[config.mk]
export PLATFORM = sky130hd
export DESIGN_NAME = fc_control_seq
export DESIGN_NICKNAME = d
export VERILOG_FILES = /design/src/rtl/fc_control_seq.sv
export SDC_FILE = /design/constraint.sdc
export NUM_CORES = 1
export LEC_CHECK = 0
export CORE_MARGIN = 5
export CORE_UTILIZATION = 38
export DETAILED_ROUTE_END_ITERATION = 7
export DONT_BUFFER_PORTS = 1
export HOLD_SLACK_MARGIN = 0.15
export PLACE_DENSITY = 0.51
export SYNTH_ARGS = -nofsm -noshare
export SYNTH_HDL_FRONTEND = slang
export SYNTH_SLANG_ARGS = --single-unit
export TNS_END_PERCENT = 100
[constraint.sdc]
create_clock -name clock -period 2.2 [get_ports clock]
set_clock_uncertainty 0.2 [all_clocks]
set_input_delay 0.33 -clock clock [delete_from_list [all_inputs] [get_ports clock]]
set_output_delay 0.33 -clock clock [all_outputs]
set_load 0.05 [all_outputs]
[src/rtl/fc_control_seq.sv]
// fc_control_seq: issue/drain sequencer for the fully-connected layer datapath.
// Streams INNEURON/2 dual-port read beats per output group, delays the
// beat tags through a RD_LATENCY-deep pipeline to line them up with RAM data,
// muxes the selected input-neuron bank onto the MAC operands and strobes
// write_en once each group's accumulation is final.
// Optional build macro: FC_CTRL_HOLD_EN (enables the hold stall input).
module fc_control_seq #(
    parameter int INNEURON      = 8,
    parameter int OUTNEURON     = 4,
    parameter int PI            = 2,
    parameter int PO            = 2,
    parameter int DATA_WIDTH_FC = 16,
    parameter int RD_LATENCY    = 1,
    parameter int IN_CNT_W      = 8,
    parameter int OUT_CNT_W     = 8
) (
    input  logic                        clock,
    input  logic                        reset_n,
    input  logic                        start,
    input  logic                        hold,
    input  logic [DATA_WIDTH_FC*PI-1:0] in_neuron_q_a_all,
    input  logic [DATA_WIDTH_FC*PI-1:0] in_neuron_q_b_all,
    output logic                        in_neuron_rden,
    output logic                        fc_weight_rden,
    output logic                        addr_clear,
    output logic                        addr_en,
    output logic                        enable_mult,
    output logic                        accum_sload,
    output logic [DATA_WIDTH_FC-1:0]    in_neuron_q_a_mux,
    output logic [DATA_WIDTH_FC-1:0]    in_neuron_q_b_mux,
    output logic [IN_CNT_W-1:0]         count_sload,
    output logic [OUT_CNT_W-1:0]        count_out,
    output logic                        write_en,
    output logic                        busy,
    output logic                        done
);

    localparam int unsigned K = INNEURON / 2;
    localparam int unsigned G = OUTNEURON / PO;
    localparam int unsigned B = K / PI;
    localparam int unsigned PW = RD_LATENCY * IN_CNT_W;

    localparam logic [IN_CNT_W-1:0]  CNT_LAST = IN_CNT_W'(K - 1);
    localparam logic [OUT_CNT_W-1:0] GRP_LAST = OUT_CNT_W'(G - 1);

    typedef enum logic [1:0] {
        S_IDLE,
        S_RUN,
        S_DRAIN,
        S_DONE
    } state_t;

    state_t state, state_nxt;

    logic hold_act;

`ifdef FC_CTRL_HOLD_EN
    assign hold_act = hold;
`else
    logic unused_hold;
    assign unused_hold = hold;
    assign hold_act    = 1'b0;
`endif

    // Issue-side control decodes
    logic start_acc;
    logic issue;
    logic beat_last_grp;
    logic beat_last_all;

    assign start_acc     = start && !hold_act && (state == S_IDLE || state == S_DONE);
    assign issue         = (state == S_RUN);
    assign beat_last_grp = (count_sload == CNT_LAST);
    assign beat_last_all = beat_last_grp && (count_out == GRP_LAST);

    // Beat-tag pipeline: bit/slice 0 is the newest entry, the top is the MAC side
    logic [RD_LATENCY-1:0] pipe_valid;
    logic [RD_LATENCY-1:0] pipe_last;
    logic [PW-1:0]         pipe_cnt;
    logic                  write_en_q;

    logic                  mac_valid;
    logic                  mac_last;
    logic [IN_CNT_W-1:0]   mac_cnt;

    assign mac_valid = pipe_valid[RD_LATENCY-1];
    assign mac_last  = pipe_last[RD_LATENCY-1];
    assign mac_cnt   = pipe_cnt[PW-1 -: IN_CNT_W];

    // State register
    always_ff @(posedge clock or negedge reset_n) begin
        if (!reset_n) begin
            state <= S_IDLE;
        end else begin
            state <= state_nxt;
        end
    end

    // Next-state decode; DRAIN waits for an empty pipeline and the final write strobe
    always_comb begin
        state_nxt = state;
        case (state)
            S_IDLE, S_DONE: begin
                if (start_acc) state_nxt = S_RUN;
            end
            S_RUN: begin
                if (!hold_act && beat_last_all) state_nxt = S_DRAIN;
            end
            S_DRAIN: begin
                if (!hold_act && pipe_valid == '0 && write_en_q) state_nxt = S_DONE;
            end
            default: state_nxt = S_IDLE;
        endcase
    end

    // Counters, beat-tag pipeline, write strobe and address-clear pulse
    always_ff @(posedge clock or negedge reset_n) begin
        if (!reset_n) begin
            count_sload <= '0;
            count_out   <= '0;
            pipe_valid  <= '0;
            pipe_last   <= '0;
            pipe_cnt    <= '0;
            write_en_q  <= 1'b0;
            addr_clear  <= 1'b0;
        end else begin
            addr_clear <= start_acc;
            if (start_acc) begin
                count_sload <= '0;
                count_out   <= '0;
            end else if (issue && !hold_act) begin
                if (beat_last_grp) begin
                    count_sload <= '0;
                    count_out   <= count_out + OUT_CNT_W'(1);
                end else begin
                    count_sload <= count_sload + IN_CNT_W'(1);
                end
            end
            if (!hold_act) begin
                pipe_valid <= (pipe_valid << 1) | RD_LATENCY'(issue);
                pipe_last  <= (pipe_last << 1) | RD_LATENCY'(issue && beat_last_grp);
                pipe_cnt   <= (pipe_cnt << IN_CNT_W) | PW'(count_sload);
                write_en_q <= mac_valid && mac_last;
            end
        end
    end

    // Moore outputs plus MAC-side strobes; hold masks every strobe
    always_comb begin
        in_neuron_rden = (state == S_RUN) && !hold_act;
        fc_weight_rden = in_neuron_rden;
        addr_en        = in_neuron_rden;
        enable_mult    = mac_valid && !hold_act;
        accum_sload    = mac_valid && (mac_cnt == '0) && !hold_act;
        write_en       = write_en_q && !hold_act;
        busy           = (state == S_RUN) || (state == S_DRAIN);
        done           = (state == S_DONE);
    end

    // Bank select: beats 0..B-1 read bank 0, B..2B-1 bank 1, and so on
    always_comb begin
        in_neuron_q_a_mux = '0;
        in_neuron_q_b_mux = '0;
        if (mac_valid) begin
            for (int unsigned p = 0; p < PI; p++) begin
                if ((int'(mac_cnt) / B) == p) begin
                    in_neuron_q_a_mux = in_neuron_q_a_all[p*DATA_WIDTH_FC +: DATA_WIDTH_FC];
                    in_neuron_q_b_mux = in_neuron_q_b_all[p*DATA_WIDTH_FC +: DATA_WIDTH_FC];
                end
            end
        end
    end

endmodule

== Yosys cells after proc, flatten, opt, wreduce, memory -nomap -nowiden ==
Index checks and enable logic that the tools add are counted.

* Multiplexer cells: 16
* Eq/ne operators: 9
* Add/sub/neg operators: 2
* Bitwise logic cells: 1
* Reduce and logical (&&, ||, !) cells: 16

{| class="wikitable"
|+ Operators with widths
! cell !! number
|-
| 2-to-1 mux 16 bit || 6
|-
| 2-to-1 mux 8 bit || 6
|-
| logical NOT 32 bit || 1
|-
| adder 8 x 1 -> 8 bit (second input constant) || 2
|-
| equality test 8 x 1 -> 1 bit (second input constant) || 1
|-
| equality test 8 x 2 -> 1 bit (second input constant) || 1
|-
| logical NOT 8 bit || 1
|-
| equality test 7 x 1 -> 1 bit (second input constant) || 1
|-
| logical AND 1 bit || 6
|-
| 2-to-1 mux 2 bit || 3
|-
| one-hot mux 2 bit (3 select lines) || 1
|-
| equality test 2 bit (second input constant) || 2
|-
| inequality test 2 bit (second input constant) || 2
|-
| nonzero test 2 bit || 2
|-
| AND reduction 3 bit || 1
|-
| equality test 2 x 1 -> 1 bit (second input constant) || 1
|-
| logical NOT 2 bit || 1
|-
| logical OR 1 bit || 2
|-
| inequality test 2 x 1 -> 1 bit (second input constant) || 1
|-
| AND reduction 2 bit || 1
|-
| OR reduction 2 bit || 1
|-
| inverter 1 bit || 1
|}

* Output and inout bits: 57
* Bits of input ports: 68
* Bits in registers: 30

== Depth between registers and ports, before layout ==
* Depth after elaboration: 5
* Mapped depth: 7

== Worst setup path before layout ==
No wires, ideal clock.

* Kind: register -> output
* From: reg pipe_valid (netlist: enable_mult)
* To: out accum_sload
* Buffers on the path: 0
* Required time: 1670 ps
* Setup slack: -432 ps
* Stages on the path, launching flop included: 4
* Data arrival time: 2102 ps
* Path through: dfrtp_1 > nor4b_1 > nand2_1 > nor3_1

* Cells in the longest elaborated chain, start to end: 1

{| class="wikitable"
|+ Ends and longest elaborated chain
! what !! line !! source
|-
| start: declaration || 77 || <nowiki>logic [RD_LATENCY-1:0] pipe_valid;</nowiki>
|-
| start signal: assignment || 140 || <nowiki>pipe_valid <= (pipe_valid << 1) | RD_LATENCY'(issue);</nowiki>
|-
| logical AND 1 bit || 154 || <nowiki>accum_sload = mac_valid && (mac_cnt == '0) && !hold_act;</nowiki>
|-
| end: declaration || 28 || <nowiki>output logic accum_sload,</nowiki>
|}

No other way between the ends.

== Worst setup path in the final report ==
* From: reg pipe_cnt[4] (netlist: mac_cnt[4])
* To: out in_neuron_q_a_mux[13]

* Cells in the longest elaborated chain, start to end: 4
* Elaborated cells between the ends (all ways): 5
* Those cells by class: eq/ne (1); mux (3); reduce/logical (1)

{| class="wikitable"
|+ Ends and longest elaborated chain
! what !! line !! source
|-
| start: declaration || 79 || <nowiki>logic [PW-1:0] pipe_cnt;</nowiki>
|-
| start signal: assignment || 142 || <nowiki>pipe_cnt <= (pipe_cnt << IN_CNT_W) | PW'(count_sload);</nowiki>
|-
| logical NOT 32 bit || 166 || <nowiki>if ((int'(mac_cnt) / B) == p) begin</nowiki>
|-
| 2-to-1 mux 16 bit || 166 ||
|-
| 2-to-1 mux 16 bit (*) || 166 ||
|-
| 2-to-1 mux 16 bit (*) || 164 || <nowiki>if (mac_valid) begin</nowiki>
|-
| end: declaration || 29 || <nowiki>output logic [DATA_WIDTH_FC-1:0] in_neuron_q_a_mux,</nowiki>
|}

Mark *: on every way between the ends. The rest lies on a longest branch, timed or not.

==> reports/results.ini <==
[power_and_ir_drop]
cellInternalPower_w=0.0008100
power_density_nw_per_um2=397.2
power_frac_comb_pct=1.9
p_seq_share_pct=53.3
switchingPower_w=0.0002253
p_clk_share_pct=44.9
p_sw_share_pct=21.76
peakVddDrop_v=0.0003205
leakage_nw=1.174

[sta]
final.period_utilization_pct=104.9
fin_setup_tns_ps=-1290
period_needed_ps=2308
rsz0062_at_grt=true
worstMarginPinSlew_ps=509.4
finalSetupViolCount=28
finalHoldViolCount=0
timing.slew.headroom_pct=66.13
slew_viol_final=0
layout_setup_ws_ps=-108.3
max_clock_freq_ghz=0.4332

[synth]
ys_types=36
synth_area_sq_um=1704
synth_edf_count=0
async_flop_share_pct=100.0
synth-seq-cells=30
yosysWarnings=0
synth-seq-area-share_pct=44.05
syn-num-nets=240
postSynthCellCount=165
synth_area_per_cell_sq_um=10.33
ys_dominant_reg_cell=dfrtp_1

[cells_and_area]
antenna_cells=0
area.growth.synth_to_final_pct=52.94
mostFrequentLayoutCells=dfrtp_1 (27), a22o_4 (26), buf_4 (26)
drive_above_1_share_pct=48.04
final_common_cell=dfrtp_1
postLayoutCoreUtil_pct=59.86
fin_area_sq_um=2606
fin_nets=278
stdcell_count=256

[place]
routabilityCongestion=0.8491
pre_cts_ws_ps=74.18
io_buffers=0
dp.cells=241
placed_cell_area_sq_um=2255
place_hpwl_um=4240

[die]
die_y_um=76.97
dieArea_sq_um=5924
placementRows=24
die_x_um=76.97
start_util_pct=39.14
pin_count=125
core-area_sq_um=4354

[job]
drv_cap=0

[critical_path]
worstPathRequired_ps=1670
r2r_end=count_out[6]
start_kind=register
end_kind=output pin
cp-startpoint=mac_cnt[4]
crit_path_end=in_neuron_q_a_mux[13]
crit-reg2reg-launch=count_sload[0]
cp_num_buf_inv=1
crit_arrival_ps=1780
slowest_stage=dfrtp_1
worst-path-stages=5
crit_chain=nor4b_2 > nand2_1 > nor2_4 > clkbuf_16 > a22o_2
setup.worst_path.class=reg -> out
max_stage_delay_ps=370
crit_family=simple AND/OR/NAND/NOR gates
rrSetupSlack_ps=150
rr_worst_depth=5
cp_max_fo=16

[drt]
drt-total-wl_um=5646
viasPerCell=5.996
antenna_left=0
dr.pass1.iters=4
met1Wirelength_um=1968
dr_wl_met3_um=527
drc_errors=0
dr.max_layer_used=met4
initialDrtViolationCount=15
dr_wl_met2_um=3092
num_vias=1535
wl_per_cell_um=22.05

[clocking]
cts_root_buf=clkbuf_8
cts_sinks=30
cts_tree=done
clock_latency_ps=290
htree_levels=2
cts_made_buffers=5
clkTransAtPathRegs_ps=70
cts_max_path_buffers=2

[global_routing]
gr-total-overflow=0
grt_first_pass_wirelength_um=8307
grt_pass1_vias=1531
antenna_found_initial=0
grt_max_degree=33
grt_usage_pct=17.52

[outcome]
status=complete, but fails checks
violations=negative setup slack

[worst_hold_path]
holdCritPathClass=in -> reg

## cells in the mapped netlist, types with 4 or more instances
| library cell | n | area, sq um |
|---|---|---|
| a22o_1 | 33 | 289.0 |
| dfrtp_1 | 30 | 750.7 |
| nor2_1 | 11 | 41.29 |
| clkbuf_1 | 9 | 33.78 |
| inv_1 | 8 | 30.03 |
| a21oi_1 | 7 | 35.03 |
| ha_1 | 7 | 87.58 |
| nand2_1 | 7 | 26.28 |
| o21ai_0 | 5 | 25.02 |
| nand4_1 | 4 | 25.02 |
| xnor2_1 | 4 | 35.03 |
## worst min path at each step
stage / depth (start not counted) / end / from
2_1_floorplan: 0 / addr_clear / reset_n
3_3_place_gp: 0 / count_out[4] / reset_n
3_5_place_dp: 0 / count_out[6] / reset_n
4_1_cts: 2 / addr_clear / start
5_1_grt: 2 / addr_clear / start
6_report: 2 / addr_clear / start
## timing repair
| action | in CTS | in global routing |
|---|---|---|
| hold buffers | 3 | 0 |
| buffers inserted | 0 | 2 |
| setup endpoints to repair | 32 | 36 |
| cloned | 0 | 2 |
| gates resized for setup | 2 | 20 |
| pin swaps | 0 | 3 |
| endpoints found under the hold margin | 32 | 0 |
## through the flow
stage / hold slack (ps) / total power [W]
floorplan: -165.6 / 0.0005630
global placement: -164.4 / 0.0005630
detailed placement: -164.8 / 0.0005630
CTS: 213.7 / 0.001050
global route: 232.6 / 0.001076
finish: 218.2 / 0.001035
## routing by layer
| metal | GRT usage (%) | vias up |
|---|---|---|
| li1 | - | 694 |
| met1 | 18.29 | 753 |
| met2 | 31.92 | 83 |
| met3 | 6.909 | 5 |
| met4 | 5.245 | 0 |
| met5 | 0 | - |
## cells by family after synthesis
kind of cell | count (synthesis) | share of synthesized area [%]
XOR/XNOR | 7 | 3.598
AND/OR/NAND/NOR | 45 | 16.08
AO/OA/AOI/OAI | 55 | 25.62
flip-flops | 30 | 44.05
buffers and inverters | 20 | 4.919
multiplexers | 1 | 0.5874
adder cells (fa/ha/maj) | 7 | 5.139
## power groups by stage
stage	logic [W]	registers, W	clock network [W]
after floorplan	0.00000100	0.000562	0
after global placement	0.00000100	0.000562	0
after detailed placement	0.00000100	0.000562	0
after CTS	0.0000197	0.000551	0.000479
after global routing	0.0000221	0.000551	0.000503
final	0.0000193	0.000552	0.000464
## sequential cells by signal, summed over array words and instances (netlist names)
signal,count
addr_clear,1
mac_last,1
count_sload,8
mac_cnt,8
write_en,1
state,2
count_out,8
enable_mult,1
## layout make-up
cell class                 count  area, sq um
fill                         347         1748
multi-input combinational    115         1136
sequential                    30        754.5
timing repair buffer          43        525.5
clock buffer                   6        82.58
tap                           52        65.06
inverter                       8        30.03
clock inverter                 2        12.51
Power figures use the tool's default switching activity.
